[src/rtl/reaction_pkg.sv]
// Shared widths and types for the reaction-test timing blocks.
package reaction_pkg;

    localparam int CNT_W = 14;

    typedef logic [CNT_W-1:0] ms_t;

    // Saturation value of the ms counter, also the "no best yet" marker.
    localparam ms_t MS_MAX = '1;

endpackage

[src/rtl/ms_tick_gen.sv]
// Millisecond prescaler: one-cycle tick every CLK_HZ/1000 enabled cycles.
module ms_tick_gen #(
    parameter int CLK_HZ = 100_000_000
) (
    input  logic clk,
    input  logic rst,
    input  logic clr,
    input  logic en,
    output logic tick
);

    localparam int DIV   = CLK_HZ / 1000;
    localparam int PRE_W = (DIV > 1) ? $clog2(DIV) : 1;
    localparam logic [PRE_W-1:0] TERMINAL = PRE_W'(DIV - 1);

    logic [PRE_W-1:0] pre_q;

    assign tick = en & ~clr & (pre_q == TERMINAL);

    always_ff @(posedge clk) begin
        if (rst) begin
            pre_q <= '0;
        end else if (clr) begin
            pre_q <= '0;
        end else if (en) begin
            // NOTE: non-blocking assignment for all sequential state avoids evaluation-order races.
            pre_q <= tick ? '0 : pre_q + PRE_W'(1);
        end
    end

endmodule

[src/rtl/reaction_timer.sv]
// Reaction-time ms counter with late flag, edge-triggered result capture and
// optional best-time register (enabled by defining REACTION_BEST_TIME_EN).
module reaction_timer
    import reaction_pkg::*;
#(
    parameter int CLK_HZ  = 100_000_000,
    parameter int LATE_MS = 1000
) (
    input  logic clk,
    input  logic rst,
    input  logic time_clr,
    input  logic time_en,
    input  logic rs_en,
    output logic time_late,
    output ms_t  ms_count,
    output ms_t  result_ms,
    output logic result_valid,
    output ms_t  best_ms,
    output logic new_best
);

    logic tick;
    logic capture;
    logic rs_q;
    logic result_valid_q;
    ms_t  ms_count_q;
    ms_t  ms_count_d;
    ms_t  result_ms_q;

    ms_tick_gen #(
        .CLK_HZ(CLK_HZ)
    ) u_tick_gen (
        .clk (clk),
        .rst (rst),
        .clr (time_clr),
        .en  (time_en),
        .tick(tick)
    );

    always_comb begin
        // NOTE: default assignment first so every path drives ms_count_d and no latch is inferred.
        ms_count_d = ms_count_q;
        if (time_clr) begin
            ms_count_d = '0;
        end else if (tick && (ms_count_q != MS_MAX)) begin
            ms_count_d = ms_count_q + ms_t'(1);
        end
    end

    assign capture = rs_en & ~rs_q;

    always_ff @(posedge clk) begin
        if (rst) begin
            ms_count_q     <= '0;
            rs_q           <= 1'b0;
            result_ms_q    <= '0;
            result_valid_q <= 1'b0;
        end else begin
            ms_count_q     <= ms_count_d;
            rs_q           <= rs_en;
            result_valid_q <= capture;
            // Samples the pre-update count, so a coincident tick or clear is not seen.
            if (capture) begin
                result_ms_q <= ms_count_q;
            end
        end
    end

    // Zero check keeps the flag low after a clear even for LATE_MS of 0.
    assign time_late    = (ms_count_q != '0) && (32'(ms_count_q) >= LATE_MS);
    assign ms_count     = ms_count_q;
    assign result_ms    = result_ms_q;
    assign result_valid = result_valid_q;

`ifdef REACTION_BEST_TIME_EN
    ms_t  best_ms_q;
    logic new_best_q;

    always_ff @(posedge clk) begin
        if (rst) begin
            best_ms_q  <= MS_MAX;
            new_best_q <= 1'b0;
        end else begin
            new_best_q <= capture && (ms_count_q < best_ms_q);
            if (capture && (ms_count_q < best_ms_q)) begin
                best_ms_q <= ms_count_q;
            end
        end
    end

    assign best_ms  = best_ms_q;
    assign new_best = new_best_q;
`else
    assign best_ms  = MS_MAX;
    assign new_best = 1'b0;
`endif

endmodule

[config.mk]
export PLATFORM = sky130hd
export DESIGN_NAME = reaction_timer
export DESIGN_NICKNAME = d
export VERILOG_FILES = /design/src/rtl/reaction_pkg.sv /design/src/rtl/ms_tick_gen.sv /design/src/rtl/reaction_timer.sv
export SDC_FILE = /design/constraint.sdc
export NUM_CORES = 1
export LEC_CHECK = 0
export ABC_AREA = 1
export CELL_PAD_IN_SITES_DETAIL_PLACEMENT = 1
export CELL_PAD_IN_SITES_GLOBAL_PLACEMENT = 2
export CORE_MARGIN = 2
export CORE_UTILIZATION = 30
export CTS_CLUSTER_SIZE = 25
export DETAILED_ROUTE_END_ITERATION = 10
export PLACE_DENSITY = 0.8
export RECOVER_POWER = 50
export SYNTH_ARGS = -nofsm -noshare
export SYNTH_HDL_FRONTEND = slang
export SYNTH_SLANG_ARGS = --single-unit
[constraint.sdc]
create_clock -name clk -period 3 [get_ports clk]
set_input_delay 0.9 -clock clk [delete_from_list [all_inputs] [get_ports clk]]
set_output_delay 0.9 -clock clk [all_outputs]
set_load 0.005 [all_outputs]
Word level (Yosys, flattened, before mapping). Cells that the tools add are included.

Flip-flop bits (word level): 47. Bits of input ports: 5. Output and inout bits: 45. Word-level logic and storage cells: 20.

$add $sub $neg: 2. Magnitude comparators: 1. Equal/unequal tests: 2. Mux-type cells: 1. Bitwise gates (word level): 5. Reductions and logical operators: 4.

Operators with widths (number): $add A17 B1 Y17 const B (1); $eq A17 B17 Y1 const B (1); $mux W17 (1); $add A14 B1 Y14 const B (1); $ge A14 B10 Y1 const B (1); $ne A14 B14 Y1 const B (1); $reduce_bool A14 Y1 (1); $and A1 B1 Y1 (3); $logic_and A1 B1 Y1 (2); $not A1 Y1 (2); $reduce_or A2 Y1 (1).

Logic depth before layout (Yosys ltp). Gate-level depths: netlist of run 1.

Depth after elaboration: 4. Mapped depth: 10. Mapped depth without buffers: 9.

By module. A second synthesis of run 1 with hierarchy kept.

Cells, all modules: 364. Area total of the unflattened synthesis: 2413.6 um^2.

By module, submodules not included: reaction_timer (times used 1, cells each 227, area an instance 1493.9 um^2, seq. area each 600.6 um^2); ms_tick_gen (times used 1, cells each 137, area an instance 919.6 um^2, seq. area each 340.3 um^2).

Worst setup path after synthesis of run 1. No wires, ideal clock.

Path kind: input port to flip-flop. Start: input time_en. End: register ms_count_q[10], in the netlist ms_count[10]. Setup time: 0.128 ns. Data arrival time: 1.811 ns. Data required time: 2.872 ns. Path slack: 1.061 ns. Stages: 9. Buffers on the path: 2. Cell sequence: buf_4 > nand3_4 > nor2_4 > nand3_2 > nor2_4 > buf_2 > nand4_1 > nand2_1 > nor2_1.

Word-level cells in the longest chain between the ends: 3.

Ends and longest elaborated chain: from (decl) (RTL line reaction_timer.sv:12) `input logic time_en,`; $and A1 B1 Y1 (2 in series) (RTL line ms_tick_gen.sv:18) `assign tick = en & ~clr & (pre_q == TERMINAL);`; $logic_and A1 B1 Y1 (RTL line reaction_timer.sv:45) `end else if (tick && (ms_count_q != MS_MAX)) begin`; to (signal assigned) (RTL line reaction_timer.sv:59) `ms_count_q <= ms_count_d;`; to (decl) (RTL line reaction_timer.sv:26) `ms_t ms_count_q;`.

No other way between the ends. A chain may end at the register's enable or synchronous reset.

Worst setup path in the final report of run 1.
Start: register ms_count_q[9], in the netlist ms_count[9]. End: output time_late.

Word-level cells in the longest chain between the ends: 2. Elaborated cells between the ends (all ways): 3. Classes of those cells: order compare (1); reduce/logical (2).

Ends and longest elaborated chain: $ge A14 B10 Y1 / $reduce_bool A14 Y1 (equally long branches) (RTL line reaction_timer.sv:70) `assign time_late = (ms_count_q != '0) && (32'(ms_count_q) >= LATE_MS);`; $logic_and A1 B1 Y1 * (RTL line reaction_timer.sv:70); to (decl) (RTL line reaction_timer.sv:14) `output logic time_late,`.

Every way passes the cells marked *; elsewhere a longest branch is shown, timed or not.

==> summary.txt, run 1 <==
Final layout
  • Fill cell total of the finished layout: 1,009
  • Multi-input logic area: 1182 um2
  • Layout cells sized above 1: 0.05026
  • FF/Latch Area: 940.9 um2
  • Final Cell Area: 2872 um2
  • # diodes: 0
  • Post-layout util: 0.3716
  • Nets: 385
  • Layout area overhead: 19.72%

Setup path
  • WP buf/inv: 1
  • Crit path cell chain: nand4_1, o21ai_0, clkdlybuf4s50_1
  • Crit start category: flop
  • Worst path top cell family by delay: buffers and inverters
  • R2R depth: 7
  • Worst reg-to-reg setup slack: 1150 ps
  • Reg-to-Reg End: u_tick_gen.pre_q[7]
  • Worst path arrival time: 1680 ps
  • Critical path required time: 2100 ps
  • Crit end category: primary output
  • Worst setup path startpoint: ms_count[9]
  • Slowest CP cell: clkdlybuf4s50_1
  • Slowest Stage Delay on Critical Path: 530 ps
  • Number of cells on the critical path: 3
  • CP Max Fanout: 7
  • Worst r2r src: u_tick_gen.pre_q[0]
  • CP Class: reg2out
  • Crit path to: time_late

Clock tree
  • Clock tree sinks: 47
  • CTS-repair resized insts: 0
  • Reg clk slew, reported paths: 90 ps
  • Clock latency on the worst-skew pair: 300 ps
  • H-tree levels: 2
  • Post-CTS setup buffer count: 0
  • CTS tree: yes
  • Hold buffers post-CTS: 0
  • Root Buffer: clkbuf_8
  • Cts bufs inserted: 5
  • CTS max path bufs: 2

Drt
  • Final WL: 5848 um
  • Starting DRC count in detailed routing: 64
  • Vias post-DR: 2,171
  • Final ANT Viol Nets: 0
  • DRC errors left: 0
  • First-pass DRT Iterations: 4
  • Routed vias/inst: 4.523
  • WL per Instance: 12.18 um

Placed design
  • GPL Wtd Cong: 0.7664
  • Dpl cell area: 2796 um2
  • Final HPWL DP: 4584 um
  • Count of port buffers added during placement: 34
  • Place WS: 453.0 ps

GRT
  • Met3 Usage GRT: 0.02740
  • First-pass GRT wire length: 10,100 um
  • Gr busiest metal: met2
  • GRT Util Overall: 0.1440
  • Met2 usage: 0.2638
  • Initial antenna violation count: 0
  • Largest net degree at the start of global routing: 29
  • Vias in the first global route: 2,195
  • M1 GR Usage: 0.1727
  • Gr ovfl total: 0

Floorplan
  • Starting Density: 0.3104
  • Die span in y: 93.42 um
  • Die Wd: 93.42 um
  • Die area: 8726 um2
  • Core area: 7727 um2
  • Site Rows: 32
  • I/O pins: 50

Yosys
  • Syn. warnings: 0
  • Post-synthesis cell type count: 28
  • Post-Syn Instances: 342
  • Syn_area_per_cell: 7.013 um2
  • Sequential area share after synthesis: 0.3923
  • Synth Register Bits: 47
  • Post-Synthesis Cell Area: 2399 um2

STA
  • Final worst path period share: 0.8600
  • Slew Limit Fails: 0
  • Count of final hold-check violations: 0
  • Clock period minus worst slack: 2580 ps
  • Setup TNS Final: 0 ps
  • Setup violations, final: 0
  • Fin worst setup slack: 419.9 ps
  • Slew @ Worst Pin: 689.9 ps
  • Unrepaired setup endpoints after global routing: false
  • Slew HR: 0.5401
  • Max Fclk: 387.6 MHz
  • Clock skew: 6.586 ps

Power
  • Leak: 1.089 nW
  • Peak supply drop: 0.1800 mV
  • Power per cell area: 383.2 nW/um2

Flow run
  • # Max-Cap Violations: 0

Worst hold path
  • Hold Crit Class: reg2reg
  • Worst hold stages: 1

Outcome
  • Outcome: complete, no violations
## area by class of cell
type,count,area share
clock buffer,6,0.02527
clock inverter,2,0.004357
inverter,40,0.05229
multi-input combinational,242,0.4118
sequential,47,0.3277
tap,102,0.04444
timing repair buffer,41,0.1342
## registers in the layout, summed over array words and instances (netlist names)
name and count:
result_ms 14, ms_count 14, rs_q 1, result_valid 1, u_tick_gen.pre_q 17
## cell usage after synthesis (all sizes together)
cell	number	area [um2]
clkbuf	3	11.26
nand2	65	244.0
buf	23	160.2
nor3b	4	30.03
xor2	5	43.79
nor4	1	6.260
nand4	14	87.58
inv	40	150.1
a211oi	15	112.6
dfxtp	47	940.9
nand3b	2	15.01
ha	3	37.54
a21oi	7	35.03
nand3	26	147.7
nor2	66	270.3
o21bai	1	7.510
conb	2	7.510
nor3	9	45.04
or2	1	6.260
o21ai	8	40.03
## metrics by stage
stage | cells | total power, W | hold WS, ps
2_1_floorplan | 355 | 0.0007137 | 421.8
3_3_place_gp | 472 | 0.0007403 | 430.4
3_5_place_dp | 472 | 0.0007425 | 433.7
4_1_cts | 480 | 0.001126 | 447.0
5_1_grt | 480 | 0.001150 | 468.0
6_report | 480 | 0.001100 | 441.7
## where the power goes
group / leakage [nW] / internal (W) / total, W / switching (W)
clock: 0.0412 / 0.000163 / 0.000382 / 0.000219
combinational: 0.666 / 0.0000334 / 0.0000752 / 0.0000418
sequential: 0.382 / 0.000637 / 0.000643 / 0.00000596
## cell families after synthesis
family | after synthesis | share of synthesized area
xor gates and xnor gates | 5 | 0.01826
buffers and inverters | 66 | 0.1341
other | 2 | 0.003131
and+or+nand+nor | 188 | 0.3552
AOI/OAI and AO/OA | 31 | 0.08137
adders and majority gates | 3 | 0.01565
DFF | 47 | 0.3923
## layer usage
metal	share of wire	vias up
li1	-	1141
met1	0.47	992
met2	0.49	31
met3	0.031	7
met4	0.0099	0
met5	0	-
## how the worst min path moves through the flow
stage,slack (ps),from,end
finish,440,rs_q,result_valid
global route,470,rs_q,result_valid
CTS,450,rs_q,result_valid
detailed placement,430,rs_q,result_valid
global placement,430,rs_q,result_valid
floorplan,420,rs_q,result_valid
## placed cells by master, fill, tap and decap left out, drive strengths merged
cell type      count
nor2              66
nand2             65
dfxtp             47
inv               40
nand3             26
clkdlybuf4s50     17
dlygate4sd3       17
a211oi            15
conb              15
nand4             14
nor3               9
o21ai              8
clkbuf             8
a21oi              7
xor2               5
buf                5
nor3b              4
ha                 3
nand3b             2
nor4               1
o21bai             1
or2                1
clkinvlp           1
clkinv             1
(Power assumes the default switching activity.)
==> run 2, diff against run 1 <==
--- a/config.mk
+++ b/config.mk
@@ -12,6 +12,7 @@
 export CORE_UTILIZATION = 30
 export CTS_CLUSTER_SIZE = 25
 export DETAILED_ROUTE_END_ITERATION = 10
+export GPL_ROUTABILITY_DRIVEN = 0
 export PLACE_DENSITY = 0.8
 export RECOVER_POWER = 50
 export SYNTH_ARGS = -nofsm -noshare
==> results of run 2 <==
Final layout, timing and power as in run 1 (identical DEF).
==> run 3, diff against run 2 <==
--- a/config.mk
+++ b/config.mk
@@ -13,6 +13,8 @@
 export CTS_CLUSTER_SIZE = 25
 export DETAILED_ROUTE_END_ITERATION = 10
 export GPL_ROUTABILITY_DRIVEN = 0
+export HOLD_SLACK_MARGIN = 0.05
+export MAX_ROUTING_LAYER = met4
 export PLACE_DENSITY = 0.8
 export RECOVER_POWER = 50
 export SYNTH_ARGS = -nofsm -noshare
==> results of run 3 <==
Final layout, timing and power as in run 1 (identical DEF).
Among the figures that moved: overall routing resource usage 0.1440 -> 0.1479
